`config.mk`:
```
export PLATFORM = sky130hd
export DESIGN_NAME = id_operand_stage
export DESIGN_NICKNAME = d
export VERILOG_FILES = /design/src/rtl/id_operand_stage.sv
export SDC_FILE = /design/constraint.sdc
export NUM_CORES = 2
export LEC_CHECK = 0
export CAP_MARGIN = 5
export CORE_MARGIN = 2
export CORE_UTILIZATION = 25
export CTS_BUF_LIST = sky130_fd_sc_hd__clkbuf_8
export DETAILED_ROUTE_END_ITERATION = 12
export SLEW_MARGIN = 40
export SYNTH_ARGS = -nofsm -noshare
export SYNTH_HDL_FRONTEND = slang
export SYNTH_SLANG_ARGS = --single-unit
```
`constraint.sdc`:
```
create_clock -name clk -period 7.4 [get_ports clk]
set_input_delay 1.11 -clock clk [delete_from_list [all_inputs] [get_ports clk]]
set_output_delay 1.11 -clock clk [all_outputs]
set_load 0.1 [all_outputs]
```
`src/rtl/id_operand_stage.sv`:
```
// RV32I decode/operand-collect stage between IF and EX: holds one instruction, resolves
// rs1/rs2 through prioritised forwarding and a write-through register file, and resolves B/JAL/JALR.
module id_operand_stage #(
    parameter int NFWD   = 3,
    parameter bit BR_FWD = 1'b1,
    parameter int CNT_W  = 16
) (
    input  logic                clk,
    input  logic                rst,
    input  logic                if_to_id_valid,
    input  logic [31:0]         if_inst,
    input  logic [31:0]         if_pc,
    output logic                id_allowin,
    input  logic                ex_allowin,
    output logic                id_to_ex_valid,
    output logic [31:0]         id_inst,
    output logic [31:0]         id_pc,
    output logic [31:0]         rs1_value,
    output logic [31:0]         rs2_value,
    input  logic                flush,
    input  logic [NFWD-1:0]     fwd_addr_valid,
    input  logic [NFWD-1:0]     fwd_data_valid,
    input  logic [5*NFWD-1:0]   fwd_addr,
    input  logic [32*NFWD-1:0]  fwd_data,
    input  logic                rf_wen,
    input  logic [4:0]          rf_waddr,
    input  logic [31:0]         rf_wdata,
    output logic                bj_valid,
    output logic                bj_taken,
    output logic [31:0]         bj_target,
    output logic [CNT_W-1:0]    stall_cnt
);
    localparam logic [6:0] OP_R     = 7'b0110011;
    localparam logic [6:0] OP_I     = 7'b0010011;
    localparam logic [6:0] OP_LOAD  = 7'b0000011;
    localparam logic [6:0] OP_JALR  = 7'b1100111;
    localparam logic [6:0] OP_STORE = 7'b0100011;
    localparam logic [6:0] OP_B     = 7'b1100011;
    localparam logic [6:0] OP_JAL   = 7'b1101111;

    logic              id_valid;
    logic [31:0]       inst_q;
    logic [31:0]       pc_q;
    logic [31:0]       rf [1:31];
    logic [CNT_W-1:0]  stall_q;

    logic [6:0]        opcode;
    logic [2:0]        funct3;
    logic              is_b, is_jal, is_jalr;
    logic              use_rs1, use_rs2;
    logic [1:0][4:0]   rs_addr;
    logic [1:0][31:0]  rs_val;
    logic [1:0]        rs_hit, rs_wait;
    logic              stall, ready_go, fire;
    logic              cmp_true;
    logic [31:0]       imm_i, imm_b, imm_j;

    assign opcode  = inst_q[6:0];
    assign funct3  = inst_q[14:12];
    assign rs_addr = {inst_q[24:20], inst_q[19:15]};
    assign is_b    = (opcode == OP_B);
    assign is_jal  = (opcode == OP_JAL);
    assign is_jalr = (opcode == OP_JALR);
    assign use_rs1 = (opcode == OP_R) || (opcode == OP_I) || (opcode == OP_LOAD) ||
                     is_jalr || (opcode == OP_STORE) || is_b;
    assign use_rs2 = (opcode == OP_R) || (opcode == OP_STORE) || is_b;

    assign imm_i = {{20{inst_q[31]}}, inst_q[31:20]};
    assign imm_b = {{19{inst_q[31]}}, inst_q[31], inst_q[7], inst_q[30:25], inst_q[11:8], 1'b0};
    assign imm_j = {{11{inst_q[31]}}, inst_q[31], inst_q[19:12], inst_q[20], inst_q[30:21], 1'b0};

    // Scanning from the oldest source down lets the youngest match overwrite the rest.
    always_comb begin
        // NOTE: every always_comb output gets a default first so no path can infer a latch.
        rs_val  = '0;
        rs_hit  = '0;
        rs_wait = '0;
        for (int k = 0; k < 2; k++) begin
            for (int i = NFWD - 1; i >= 0; i--) begin
                if (fwd_addr_valid[i] && (fwd_addr[5*i +: 5] == rs_addr[k]) && (rs_addr[k] != 5'd0)) begin
                    rs_hit[k]  = 1'b1;
                    rs_wait[k] = ~fwd_data_valid[i];
                    rs_val[k]  = fwd_data[32*i +: 32];
                end
            end
            if (!rs_hit[k] && (rs_addr[k] != 5'd0)) begin
                rs_val[k] = (rf_wen && (rf_waddr == rs_addr[k])) ? rf_wdata : rf[rs_addr[k]];
            end
        end
    end

    always_comb begin
        stall = (use_rs1 && rs_wait[0]) || (use_rs2 && rs_wait[1]);
        if (!BR_FWD && is_b && ((use_rs1 && rs_hit[0]) || (use_rs2 && rs_hit[1]))) begin
            stall = 1'b1;
        end
    end

    assign ready_go       = ~stall;
    assign id_allowin     = ~id_valid | (ready_go & ex_allowin);
    assign fire           = id_valid & ready_go & ex_allowin & ~flush;
    assign id_to_ex_valid = id_valid & ready_go & ~flush;
    assign id_inst        = inst_q;
    assign id_pc          = pc_q;
    assign rs1_value      = use_rs1 ? rs_val[0] : 32'd0;
    assign rs2_value      = use_rs2 ? rs_val[1] : 32'd0;
    assign stall_cnt      = stall_q;

    always_comb begin
        cmp_true = 1'b0;
        case (funct3)
            3'b000:  cmp_true = (rs_val[0] == rs_val[1]);
            3'b001:  cmp_true = (rs_val[0] != rs_val[1]);
            3'b100:  cmp_true = ($signed(rs_val[0]) <  $signed(rs_val[1]));
            3'b101:  cmp_true = ($signed(rs_val[0]) >= $signed(rs_val[1]));
            3'b110:  cmp_true = (rs_val[0] <  rs_val[1]);
            3'b111:  cmp_true = (rs_val[0] >= rs_val[1]);
            default: cmp_true = 1'b0;
        endcase
    end

    always_comb begin
        bj_target = 32'd0;
        if (is_b)         bj_target = pc_q + imm_b;
        else if (is_jal)  bj_target = pc_q + imm_j;
        else if (is_jalr) bj_target = (rs_val[0] + imm_i) & 32'hFFFF_FFFE;
    end

    assign bj_valid = fire & (is_b | is_jal | is_jalr);
    assign bj_taken = bj_valid & (is_jal | is_jalr | cmp_true);

    // A flush wins over a same-cycle capture, so the presented instruction is dropped.
    always_ff @(posedge clk) begin
        // NOTE: sequential state uses non-blocking assignments so every flop samples pre-edge values.
        if (rst) begin
            id_valid <= 1'b0;
            inst_q   <= 32'd0;
            pc_q     <= 32'd0;
        end else if (flush) begin
            id_valid <= 1'b0;
        end else if (id_allowin) begin
            id_valid <= if_to_id_valid;
            if (if_to_id_valid) begin
                inst_q <= if_inst;
                pc_q   <= if_pc;
            end
        end
    end

    // NOTE: the register file must clear on reset, so it is built from flops, not a RAM macro.
    always_ff @(posedge clk) begin
        if (rst) begin
            for (int r = 1; r < 32; r++) rf[r] <= 32'd0;
        end else if (rf_wen && (rf_waddr != 5'd0)) begin
            rf[rf_waddr] <= rf_wdata;
        end
    end

    always_ff @(posedge clk) begin
        if (rst) begin
            stall_q <= '0;
        end else if (id_valid && !ready_go && !flush && (stall_q != {CNT_W{1'b1}})) begin
            stall_q <= stall_q + {{(CNT_W-1){1'b0}}, 1'b1};
        end
    end

endmodule

```
Word-level counts from Yosys, hierarchy flattened
Memory sizes are Yosys's and may differ from the RTL's. A register that Yosys moved wholly into a read port is not among the register bits. Cells that the tools add are included.

Add/subtract/negate cells: 4. Order comparisons: 4. Eq/ne operators: 23. Muxes and demuxes: 40. Bitwise logic cells: 18. Reductions and logical operators: 40.

Operator list (count): $mux W32 (16); $add A32 B32 Y32 (3); $ge A32 B32 Y1 (2); $lt A32 B32 Y1 (2); $eq A5 B5 Y1 (8); $eq A32 B32 Y1 (1); $ne A32 B32 Y1 (1); $reduce_or A32 Y1 (1); $mux W5 (5); $logic_and A1 B1 Y1 (22); $eq A7 B7 Y1 const B (3); $mux W1 (18); $add A16 B1 Y16 const B (1); $ne A16 B16 Y1 const B (1); $reduce_bool A5 Y1 (3); $eq A7 B6 Y1 const B (2); $eq A3 B3 Y1 const B (4); $logic_or A1 B1 Y1 (8); $and A1 B1 Y1 (7); $eq A7 B2 Y1 const B (1); $eq A7 B5 Y1 const B (1); $not A1 Y1 (6); $pmux W1 S6 (1); $or A1 B1 Y1 (5); 5 further kinds (7).

Flip-flop bits (word level): 81. Memory bits (writable): 992. Output and inout port bits: 180. Logic and storage cells: 134. Memories: 1.

Memories: rf (depth 31, width 32, rd ports 2, clocked after memory_dff 2, write ports 31, line 44) `logic [31:0] rf [1:31];`.

Logic depth before layout (Yosys ltp)
Depth after elaboration: 14. Gate-level depth with buffers: 24. Depth with buffers taken out: 20.

Worst setup path before layout
OpenSTA, ideal clock, no wires.

Path type: register -> output. Start point: register (tool-made name). End point: output port bj_target[23]. Arrival: 7444 ps. Slack: -1154 ps. Cell stages (with the launch flop): 24. Path buffers: 5. Cells stage by stage: dfxtp_1 buf_2 buf_4 buf_2 buf_1 buf_1 mux4_2 mux4_2 mux2i_1 nor2_1 a21oi_1 o21ai_0 ha_1 a21oi_1 o21bai_1 a21o_1 a21o_1 a21o_1 a21o_1 a21o_1 a21oi_1 o21a_1 a21oi_1 o31ai_1.

RTL lines: end, declared (line 30) `output logic [31:0] bj_target,`.

==> impl_metrics.yaml <==
outcome:
  outcome: "finished, violations left"
  violations: "setup timing"
synth:
  yosys-top-cells-count: "1029 x and2_1, 1024 x edfxtp_1, 630 x mux4_2, 374 x clkbuf_1, 287 x a21oi_1"
  ys_seq_area_frac: 0.494
  synth_edf_count: 1024
  yosys_warnings: 0
  yosysMostFrequentCell: "and2_1"
  yosysUniqueCellTypes: 90
  synthTopCellsByArea: "edfxtp_1 47%, mux4_2 22%, and2_1 9.8%"
  synthArstFlopShare: 0
  synth_ff_type: "edfxtp_1"
  yosysTopAreaCell: "edfxtp_1"
  synth.avg_cell_area_sq_um: 13.3
  synth_top_area_frac: 0.466
  syn_area_sq_mm: 0.0660
  synth_cells: 4961
  ys_ff_latch: 1115
sta:
  rsz0062_at_grt: "yes"
  fin_crit_sh: 1.01
  fin_ws_ns: -0.0891
  final-hold-violation-count: 0
  max_freq_mhz: 134
  drv_slew: 0
  fin_hold_ws_ns: 0.489
  tns_ns: -0.0891
  finClkSkew_ns: 0.0306
  setup_violations: 1
  period_minus_slack_ns: 7.49
  relSlewSlack: 0.391
  worst_pin_slew_ns: 0.914
placement:
  gp_congestion: 0.973
  port_buffers: 403
  place_inst: 8918
  dpl.hpwl_um: 190000
cells_and_area:
  area_delta_synth_final_pct: 27.5
  layout-drive-gt1-share: 0.340
  post_layout_nonfiller_instances: 9442
  fillers: 25947
  nets: 6100
  final_util: 0.321
cts:
  cts_max_level: 4
  cts_root_buffer: "clkbuf_8"
  hold_buffers: 0
  cts_buffers: 188
  cts.clk_slew.worst_paths_ns: 0.06
  cts.sinks: 1115
  insertion_delay_ns: 0.94
  tritoncts: "done"
  cts.path.max_buffers: 3
worst_setup_path:
  arrival_ns: 6.38
  ff2ff_path_depth: 15
  r2r_slack_ns: 2.48
  timing.rr.start: "id_inst[19]"
  criticalPathCategory: "register to output pin"
  crit_required_ns: 6.29
  critPathCaptureType: "output pin"
  critPathLaunchType: "register"
  crit_fanout: 5
global_routing:
  first_global_vias: 49938
  overflow: 0
  grt_pass1_wl_um: 385000
  antenna_found_initial: 23
  grt_use_total: 0.200
  grt_max_degree: 77
die:
  rows: 188
  start_util: 0.251
  core-area_sq_mm: 0.263
  pin_count: 404
  die_w_um: 518
  die_h_um: 518
  fp.dieArea_sq_mm: 0.268
pwr:
  powerDensity_mw_per_mm2: 191
  finalPower_mw: 16.0
  leakagePower_nw: 29.3
  ir_drop_mv: 0.225
detailed_routing:
  dr.pass1.iters: 6
  met3_length_um: 26500
  initialDrtViolationCount: 5953
  drc: 0
  vias: 49746
  m1WireLength_um: 103000
  vias_per_cell: 5.27
  drt_wl_total_um: 278000
  wire_per_inst_um: 29.4
  ant_nets: 0
  top_layer_used: "met5"
  dr_wl_met2_um: 134000
hold_path:
  min_path_type: "register to register"
  hold_start: "id_pc[6]"
  holdPathStages: 2
  min_to: "id_pc[6]"
job:
  cap_violations: 0
==> report_power, final <==
| part | leakage (nW) | switching (mW) | internal (mW) |
|---|---|---|---|
| clock | 2.02 | 2.76 | 2.52 |
| combinational | 16.8 | 1.86 | 1.47 |
| sequential | 10.5 | 0.221 | 7.21 |
| total | 29.3 | 4.84 | 11.2 |
==> cell families (layout without fill, tap and decap cells) <==
kind of cell               after synthesis  in the layout  share of synthesized area
and+or+nand+nor                       1757           1757                      0.149
DFF                                   1115           1115                      0.494
muxes                                  747            747                      0.233
AOI/OAI and AO/OA                      633            633                     0.0605
buffers and inverters                  495           1424                     0.0286
adders and majority gates              110            110                     0.0211
xor gates and xnor gates               103            103                     0.0137
other                                    1             38                  0.0000568
==> stage by stage <==
step	worst slack, ns	area [sq um]
after floorplan	-0.287	66200
after global placement	-0.347	77300
after detailed placement	-0.273	77000
after CTS	-0.214	82400
after global routing	-0.211	84100
final	-0.0891	84100
==> final cells by class <==
| class | instances | area, sq um | share of cell area |
|---|---|---|---|
| flip-flops and latches | 1115 | 32600 | 0.388 |
| well taps | 3515 | 4400 | 0.0523 |
| multi-input cells | 3382 | 33200 | 0.395 |
| diodes | 6 | 15.0 | 0.000178 |
| clock inverters | 150 | 808 | 0.00961 |
| inverters | 33 | 124 | 0.00147 |
| clock buffers | 192 | 2640 | 0.0314 |
| repair buffers | 1049 | 10300 | 0.122 |
==> placed cells by master (no fill, tap or decap), types with 19 or more instances in the layout <==
master              n
nor2_1            152
clkbuf_8          192
nand4_1            23
nor2_4             33
nand2_1           252
ha_1               90
o21bai_1           19
nor3_1             25
clkinv_1           44
dfxtp_1            79
clkdlybuf4s50_1   219
a21o_1             56
xor2_1             42
buf_2              83
mux2_2             35
mux4_2            630
o21ai_0            46
or2_2              24
nand3_1            65
and2_1           1029
buf_16             28
mux2i_1            45
a21oi_1           241
a222oi_1           19
buf_6              33
edfxtp_1         1024
mux2i_4            31
o21ai_2            19
o21ai_1            29
conb_1             32
buf_4             578
clkinv_2           20
xnor2_1            55
buf_12             85
inv_1             103
a21oi_2            42
==> worst max-delay path by stage <==
stage	from	depth (start not counted)	end	slack, ns
3_3_place_gp	register	21	bj_taken	-0.35
2_1_floorplan	register	23	bj_target[23]	-0.29
5_1_grt	register	20	bj_taken	-0.21
4_1_cts	register	23	bj_taken	-0.21
6_report	register	24	bj_taken	-0.09
3_5_place_dp	register	21	bj_taken	-0.27
==> registers in the layout, indices dropped and copies added (netlist names), named ones only <==
name	flops
id_pc	32
stall_cnt	16
rf	1024
id_inst	32
id_valid	1
==> per-layer routing <==
layer,vias up,track usage
li1,20558,-
met1,25512,0.244
met2,3057,0.336
met3,607,0.0444
met4,12,0.0900
met5,-,0
==> critical path, stage by stage, from the launching register on <==
cell	delay, ns
dfxtp_4	0.38
buf_12	0.13
buf_16	0.13
buf_16	0.15
buf_12	0.11
buf_6	0.10
mux4_2	0.51
mux4_2	0.55
mux2i_4	0.38
a21oi_2	0.14
a222oi_1	0.26
buf_4	0.18
ha_1	0.25
a21o_1	0.17
a21o_1	0.15
a21o_1	0.17
a21oi_2	0.13
nor2b_1	0.07
o21bai_2	0.15
nand4b_1	0.11
mux2i_1	0.21
mux2i_1	0.24
nor3b_2	0.07
o31a_1	0.45
buf_12	0.22
==> repair_timing <==
item	in CTS	in global routing
pin swaps	55	106
hold endpoints to repair	0	0
gates resized for setup	191	183
buffers inserted	77	89
setup endpoints to repair	28	20
cloned	14	9
Note: power is estimated with default switching activity, not from simulation.
